==> config.mk <==
export PLATFORM = sky130hd
export DESIGN_NAME = mem_access_unit
export DESIGN_NICKNAME = d
export VERILOG_FILES = /design/src/rtl/mem_pkg.sv /design/src/rtl/load_extend.sv /design/src/rtl/mem_access_unit.sv
export SDC_FILE = /design/constraint.sdc
export NUM_CORES = 1
export LEC_CHECK = 0
export CAP_MARGIN = 30
export CORE_UTILIZATION = 45
export CTS_CLUSTER_SIZE = 12
export DETAILED_ROUTE_END_ITERATION = 10
export PLACE_DENSITY = 0.81
export SETUP_SLACK_MARGIN = 0.1
export SLEW_MARGIN = 20
export SYNTH_ARGS = -nofsm -noshare
export SYNTH_HDL_FRONTEND = slang
export SYNTH_SLANG_ARGS = --single-unit
==> constraint.sdc <==
create_clock -name iCLK -period 2.33 [get_ports iCLK]
set_input_delay 0.5825 -clock iCLK [delete_from_list [all_inputs] [get_ports iCLK]]
set_output_delay 0.5825 -clock iCLK [all_outputs]
set_load 0.02 [all_outputs]
==> src/rtl/mem_pkg.sv <==
// mem_pkg: shared funct3 codes, FSM state encoding and lane widths for the data-memory access path
package mem_pkg;
    localparam logic [2:0] F3_B  = 3'b000;
    localparam logic [2:0] F3_H  = 3'b001;
    localparam logic [2:0] F3_W  = 3'b010;
    localparam logic [2:0] F3_BU = 3'b100;
    localparam logic [2:0] F3_HU = 3'b101;
    localparam int LANE_W = 8;
    localparam int HALF_W = 16;
    localparam int WORD_W = 32;
    localparam int LANES  = WORD_W / LANE_W;
    typedef enum logic [1:0] {
        ST_IDLE = 2'd0,
        ST_REQ  = 2'd1,
        ST_DONE = 2'd2
    } state_t;
endpackage

==> src/rtl/load_extend.sv <==
// load_extend: picks the byte/halfword at offset from a read word and sign/zero extends it by funct3
//   funct3 : access size and sign
//   offset : byte address bits [1:0]
//   rdata  : raw memory word
//   data   : extended load result
module load_extend
    import mem_pkg::*;
(
    input  logic [2:0]        funct3,
    input  logic [1:0]        offset,
    input  logic [WORD_W-1:0] rdata,
    output logic [WORD_W-1:0] data
);
    logic [LANE_W-1:0] b;
    logic [HALF_W-1:0] h;
    // Halfword offsets are always even here, so a byte-granular shift serves both sizes.
    assign b = LANE_W'(rdata >> {offset, 3'b000});
    assign h = HALF_W'(rdata >> {offset, 3'b000});
    always_comb
        data = (funct3 == F3_B)  ? {{(WORD_W-LANE_W){b[LANE_W-1]}}, b} :
               (funct3 == F3_H)  ? {{(WORD_W-HALF_W){h[HALF_W-1]}}, h} :
               (funct3 == F3_BU) ? {{(WORD_W-LANE_W){1'b0}}, b} :
               (funct3 == F3_HU) ? {{(WORD_W-HALF_W){1'b0}}, h} :
               rdata;
endmodule

==> src/rtl/mem_access_unit.sv <==
// mem_access_unit: load/store responder driving a wait-stated word memory over req/ack, stalling the core
//   iCLK/iRST_n                 : clock, synchronous active-low reset
//   iMemRead/iMemWrite/iFunct3  : request strobes and access type
//   iAddress/iWriteData         : byte address and right-justified store data
//   oReadData/oStall/oFault     : extended load result, core stall, fault pulse
//   oMemAddr/oMemWData/oMemBE   : word address, lane-shifted store data, byte enables
//   oMemReq/oMemWE              : memory request and write select
//   iMemRData/iMemAck           : memory read word and completion strobe
module mem_access_unit
    import mem_pkg::*;
#(
    parameter int ADDR_W  = 32,
    parameter int DATA_W  = 32,
    parameter int TIMEOUT = 15
) (
    input  logic              iCLK,
    input  logic              iRST_n,
    input  logic              iMemRead,
    input  logic              iMemWrite,
    input  logic [2:0]        iFunct3,
    input  logic [ADDR_W-1:0] iAddress,
    input  logic [DATA_W-1:0] iWriteData,
    output logic [DATA_W-1:0] oReadData,
    output logic              oStall,
    output logic              oFault,
    output logic [ADDR_W-1:0] oMemAddr,
    output logic [DATA_W-1:0] oMemWData,
    output logic [3:0]        oMemBE,
    output logic              oMemReq,
    output logic              oMemWE,
    input  logic [DATA_W-1:0] iMemRData,
    input  logic              iMemAck
);
    localparam int CNT_W = $clog2(TIMEOUT + 1);
    state_t           state;
    logic [CNT_W-1:0] cnt;
    logic [2:0]       f3_q;
    logic [1:0]       off_q;
    logic             rd_q;
    logic             req;
    logic             illegal;
    logic             misaligned;
    logic             go;
    logic [3:0]       be;
    logic [DATA_W-1:0] ext;
    assign req = iMemRead | iMemWrite;
    always_comb begin
        illegal    = (iMemRead & iMemWrite) |
                     (iMemRead & ((iFunct3 == 3'b011) | (iFunct3[2:1] == 2'b11))) |
                     (iMemWrite & (iFunct3 > F3_W));
        misaligned = ((iFunct3[1:0] == 2'b01) & iAddress[0]) |
                     ((iFunct3 == F3_W) & (iAddress[1:0] != 2'b00));
        be         = (iFunct3[1:0] == 2'b00) ? 4'b0001 << iAddress[1:0] :
                     (iFunct3[1:0] == 2'b01) ? 4'b0011 << {iAddress[1], 1'b0} :
                     4'b1111;
    end
    assign go = req & ~illegal & ~misaligned;
    // Stall rises in the launch cycle itself so the PC never advances past a pending access.
    assign oStall = iRST_n & ((state == ST_REQ) | ((state == ST_IDLE) & go));
    load_extend u_ext (
        .funct3 (f3_q),
        .offset (off_q),
        .rdata  (iMemRData),
        .data   (ext)
    );
    always_ff @(posedge iCLK) begin
        if (!iRST_n) begin
            state     <= ST_IDLE;
            cnt       <= '0;
            f3_q      <= '0;
            off_q     <= '0;
            rd_q      <= 1'b0;
            oReadData <= '0;
            oFault    <= 1'b0;
            oMemAddr  <= '0;
            oMemWData <= '0;
            oMemBE    <= '0;
            oMemReq   <= 1'b0;
            oMemWE    <= 1'b0;
        end else begin
            oFault <= 1'b0;
            case (state)
                ST_IDLE: begin
                    if (go) begin
                        oMemAddr  <= {iAddress[ADDR_W-1:2], 2'b00};
                        oMemWData <= iWriteData << {iAddress[1:0], 3'b000};
                        oMemBE    <= be;
                        oMemWE    <= iMemWrite;
                        oMemReq   <= 1'b1;
                        f3_q      <= iFunct3;
                        off_q     <= iAddress[1:0];
                        rd_q      <= iMemRead;
                        cnt       <= '0;
                        state     <= ST_REQ;
                    end else if (req) begin
                        oFault <= 1'b1;
                    end
                end
                ST_REQ: begin
                    if (iMemAck) begin
                        if (rd_q) oReadData <= ext;
                        oMemReq <= 1'b0;
                        state   <= ST_DONE;
                    end else if (cnt == CNT_W'(TIMEOUT - 1)) begin
                        oFault  <= 1'b1;
                        oMemReq <= 1'b0;
                        state   <= ST_DONE;
                    end else begin
                        cnt <= cnt + 1'b1;
                    end
                end
                default: state <= ST_IDLE;
            endcase
        end
    end
endmodule

-- After elaboration in Yosys (flattened, before gate mapping)
Index checks and enable logic that the tools add are counted.
Widths: inputs -> output; s select.
- register bits: 113
- input port bits: 104
- output and inout port bits: 104
- word-level logic and storage cells: 81
- $add $sub $neg: 1
- $lt $le $gt $ge: 1
- eq/ne operators: 13
- shift operators: 4
- mux-type cells: 23
- bitwise logic cells: 17
- reduce and logical (&&, ||, !) cells: 10
- operators with widths (kind ; number):
    $mux 32 ; 4
    $shl 32x5->32 ; 1
    $shr 32x5->16 ; 1
    $mux 4 ; 5
    $and 1x1->1 ; 9
    $pmux 4 s2 ; 1
    $mux 1 ; 7
    $eq 3x2->1 const B ; 2
    $eq 3x3->1 const B ; 2
    $mux 2 ; 3
    $ne 2x2->1 const B ; 3
    $or 1x1->1 ; 6
    $reduce_and 3->1 ; 2
    $add 4x1->4 const B ; 1
    $eq 2x1->1 const B ; 2
    $eq 4x4->1 const B ; 1
    $logic_not 2->1 ; 2
    $pmux 1 s2 ; 2
    $pmux 2 s2 ; 1
    $reduce_and 2->1 ; 2
    $reduce_and 4->1 ; 1
    $reduce_bool 2->1 ; 2
    $shl 1x2->4 const A ; 1
    $shl 2x2->4 const A ; 1
    6 further kinds ; 7

-- Depth between registers and ports, before layout
- depth in word-level cells: 11
- gate-level depth with buffers: 8
- depth with buffers taken out: 6

-- Modules after synthesis
From an unflattened synthesis, not the netlist that was laid out.
- cells, all modules: 692
- area, all modules: 5764.3 µm²
- modules (own cells, without submodules) (module ; instances ; cells each ; area each (µm²) ; sequential area each (µm²)):
    mem_access_unit ; 1 ; 562 ; 4883.4 ; 2262.2
    load_extend ; 1 ; 130 ; 880.8 ; 0.0

-- Least setup slack after synthesis
OpenSTA, ideal clock, no wires.
- kind: input to output
- from: in iAddress[1]
- to: out oStall
- data arrival time: 1853 ps
- data required time: 1747 ps
- setup slack: -106 ps
- stages: 7
- buffers on the path: 3
- path through: buf_6 -> o31ai_1 -> and3_1 -> buf_4 -> nand2_2 -> buf_2 -> a21oi_1
- longest elaborated chain between the ends: 8
- RTL lines (element ; RTL line ; source):
    from (decl) ; mem_access_unit.sv:21 ; input logic [ADDR_W-1:0] iAddress,
    $reduce_bool 2->1 ; mem_access_unit.sv:52 ; ((iFunct3 == F3_W) & (iAddress[1:0] != 2'b00));
    $and 1x1->1 ; mem_access_unit.sv:52 ;
    $or 1x1->1 ; mem_access_unit.sv:51 ; misaligned = ((iFunct3[1:0] == 2'b01) & iAddress[0]) |
    $not 1->1 ; mem_access_unit.sv:57 ; assign go = req & ~illegal & ~misaligned;
    $and 1x1->1 ; mem_access_unit.sv:57 ;
    $and 1x1->1 ; mem_access_unit.sv:59 ; assign oStall = iRST_n & ((state == ST_REQ) | ((state == ST_IDLE) & go));
    $or 1x1->1 ; mem_access_unit.sv:59 ;
    $and 1x1->1 ; mem_access_unit.sv:59 ;
    to (decl) ; mem_access_unit.sv:24 ; output logic oStall,
No other way between the ends.

-- Worst setup path after layout
- from: in iFunct3[1]
- to: out oStall
- longest elaborated chain between the ends: 11
- elaborated cells on any way between the ends: 20
- classes of those cells: order compare: 1; eq/ne: 4; bitwise: 15
- RTL lines (element ; RTL line ; source):
    from (decl) ; mem_access_unit.sv:20 ; input logic [2:0] iFunct3,
    $eq 3x2->1 or $eq 2x2->1 (tied branches) ; mem_access_unit.sv:49 ; (iMemRead & ((iFunct3 == 3'b011) | (iFunct3[2:1] == 2'b11))) |
    $or 1x1->1 ; mem_access_unit.sv:49 ;
    $and 1x1->1 ; mem_access_unit.sv:49 ;
    $or 1x1->1 ; mem_access_unit.sv:48 ; illegal = (iMemRead & iMemWrite) |
    $or 1x1->1 ; mem_access_unit.sv:49 ;
    $not 1->1 ; mem_access_unit.sv:57 ;
    $and 1x1->1 ; mem_access_unit.sv:57 ;
    $and 1x1->1 (*) ; mem_access_unit.sv:57 ;
    $and 1x1->1 (*) ; mem_access_unit.sv:59 ;
    $or 1x1->1 (*) ; mem_access_unit.sv:59 ;
    $and 1x1->1 (*) ; mem_access_unit.sv:59 ;
Every way passes the cells marked *; elsewhere a longest branch is shown, timed or not.

==> qor.yml <==
outcome: "finished clean"
hold_path.startpoint: "oReadData[7]"
yosysSeqAreaShare: 0.399
fin_hold_ws_ps: 453
utilization: 0.699
fin_skew_ps: 6.71
viasPerCell: 5.59
cts_num_sinks: 113
max_freq_mhz: 465
hold_class: "reg -> reg"
synth_most_common_cell: "nand2_1"
worstSetupStartpointType: "input port"
clockRootBuffer: "clkbuf_16"
avgSynthCellArea_um2: 8.54
synth_compound_area_frac: 0.191
period_needed_ps: 2150
timing.slew.headroom: 0.560
slowest_delay_ps: 290
drv_cap: 0
synth_top_area_share: 0.399
synth_top_family_by_area: "simple AND/OR/NAND/NOR gates"
synth_xor_area_frac: 0.00309
required_ps: 1750
ir_worst_vdd_uv: 487
clk_pin_slew_worst_paths_ps: 60
wl_mm: 17.9
die_y_um: 114
synth_commonest_cells: "121 x nand2_1, 113 x dfxtp_1, 65 x o21ai_0"
areaGrowthSynthToFinish_pct: 49.9
clockBufferDepth: 2
intPower_mw: 4.21
ctsHoldBuffers: 0
p_comb_frac: 0.170
clock_latency_ps: 410
r2r-start: "state[0]"
synth_edf_count: 0
ys_ff_latch: 113
cp-end-kind: "output pin"
port_buffers: 205
clkPwrFrac: 0.470
hold_viol: 0
setup_tns_ps: 0
worstSetupPathType: "in -> out"
synth_cells: 664
synthAdderAreaFrac: 0.00441
min_to: "oReadData[7]"
grt_pass1_vias: 5538
h-tree-depth: 4
cp.depth: 6
wl_per_cell_um: 17.2
rsz0062_at_grt: "false"
worst_hold_path.num_cells: 2
netlist_area_mm2: 0.00567
yosys.area_share.simple: 0.195
overflow: 0
start_util: 0.466
antenna_cells: 0
multi_input_area_mm2: 0.00310
synthDistinctLibCells: 54
tightest_slew_ps: 659
drv_slew: 0
power_frac_seq: 0.360
leakagePower_nw: 3.13
ioPinCount: 208
vias: 5811
die_w_um: 114
antenna_found_initial: 0
gp_congestion: 0.950
crit_slowest_cell: "dlygate4sd2_1"
cp_cell_sequence: "dlygate4sd2_1 -> o21ai_1 -> and3_4 -> nand2_2 -> a21oi_4 -> buf_6"
grt_max_degree: 137
core_region_area_mm2: 0.0122
muxShareOfSynthArea: 0.145
ys_warn_count: 0
cts_tree: "yes"
antenna_left: 0
reg2reg_depth: 6
nets: 965
p_sw_mw: 1.54
drt_pass1_iterations: 5
critPathMaxFanout: 3
drive_gt1_frac: 0.117
synthFlopType: "dfxtp_1"
switching_share: 0.267
path_buf_inv: 2
cts_buffers: 17
fin_crit_sh: 0.923
async_flop_share: 0
synth_top_cell_by_area: "dfxtp_1"
place_hpwl_mm: 12.6
drc: 0
reg2reg_slack_ps: 370
finalPower_mw: 5.75
register_area_mm2: 0.00226
dieArea_mm2: 0.0131
grt_util_all_layers: 0.277
grt_first_pass_wirelength_mm: 28.2
worst_path_dominant_cell_family: "buffers and inverters"
num_rows: 40
drt_iter0_markers: 576
setup_viol: 0
arrival_ps: 1570
powerDensity_mw_per_mm2: 676
fillCellCount: 942
timing.rr.end: "oMemAddr[31]"
synthTopCellsByArea: "dfxtp_1 40%, mux2i_1 9.7%, nand2_1 8.0%"
## area by class of cell
type	count	share of cell area
multi-input combinational	487	0.365
clock inverter	14	0.0212
clock buffer	18	0.0517
timing repair buffer	234	0.269
sequential	113	0.266
inverter	6	0.00265
tap	168	0.0247
## worst reg2reg max path, stage by stage, from the launching register on
cell and delay, ps:
dfxtp_1 370, nor3_2 260, buf_4 150, buf_4 340, and2_2 320, buf_12 220, mux2i_1 230
## per-stage QoR
step,cell area (µm²),setup slack [ps],std cells
2_1_floorplan,5690,101,665
3_3_place_gp,7860,-679,1005
3_5_place_dp,7860,-713,1005
4_1_cts,8490,101,1039
5_1_grt,8500,128,1040
6_report,8500,179,1040
## worst max-delay path by stage
stage | slack, ps | from | endpoint
after floorplan | 100 | iAddress[1] | oStall
after global placement | -680 | iAddress[0] | oStall
after detailed placement | -710 | iAddress[0] | oStall
after CTS | 100 | iAddress[1] | oStall
after global routing | 130 | iFunct3[1] | oStall
final | 180 | iFunct3[1] | oStall
## power by group through the flow
stage / Combinational [mW] / Clock, mW / Sequential [mW]
global placement: 0.938 / 0 / 2.10
global route: 1.03 / 2.82 / 2.08
detailed placement: 0.959 / 0 / 2.11
floorplan: 0.440 / 0 / 2.18
finish: 0.977 / 2.70 / 2.07
CTS: 0.967 / 2.73 / 2.07
## registers in the layout, summed over array words and instances (netlist names)
| name | flops |
|---|---|
| oMemReq | 1 |
| off_q | 2 |
| rd_q | 1 |
| oFault | 1 |
| oReadData | 32 |
| cnt | 4 |
| oMemBE | 4 |
| oMemWE | 1 |
| oMemAddr | 30 |
| oMemWData | 32 |
| state | 2 |
| f3_q | 3 |
## cells in the final DEF (no fill, tap or decap), types with 14 or more instances in the layout
master,Yosys,layout
clkdlybuf4s50_1,0,196
nand2_1,121,121
dfxtp_1,113,113
o21ai_0,65,63
mux2i_1,55,55
a21oi_1,47,46
buf_4,5,26
nor2_1,25,25
nand4_1,22,22
and2_1,19,18
clkbuf_16,0,17
nand2b_1,14,14
o21a_1,14,14
## logic make-up (layout without fill, tap and decap cells)
family                     count (synthesis)  in the layout
AOI/OAI and AO/OA                        173            173
xor gates and xnor gates                   2              2
adders and majority gates                  2              2
buffers and inverters                     65            272
DFF                                      113            113
muxes                                     71             71
other                                      1              2
and+or+nand+nor                          237            237
## layer usage
metal / up-vias / share of wire / GRT usage
li1: 2732 / - / -
met3: 44 / 0.090 / 0.0948
met5: - / 0 / 0
met1: 2718 / 0.40 / 0.333
met2: 317 / 0.48 / 0.451
met4: 0 / 0.031 / 0.119
## repair_timing
| action | in CTS | in global routing |
|---|---|---|
| resized for setup | 19 | 7 |
| buffers inserted | 2 | 0 |
| pin swaps | 4 | 2 |
| endpoints found under the setup margin | 68 | 5 |
Power figures use the tool's default switching activity.
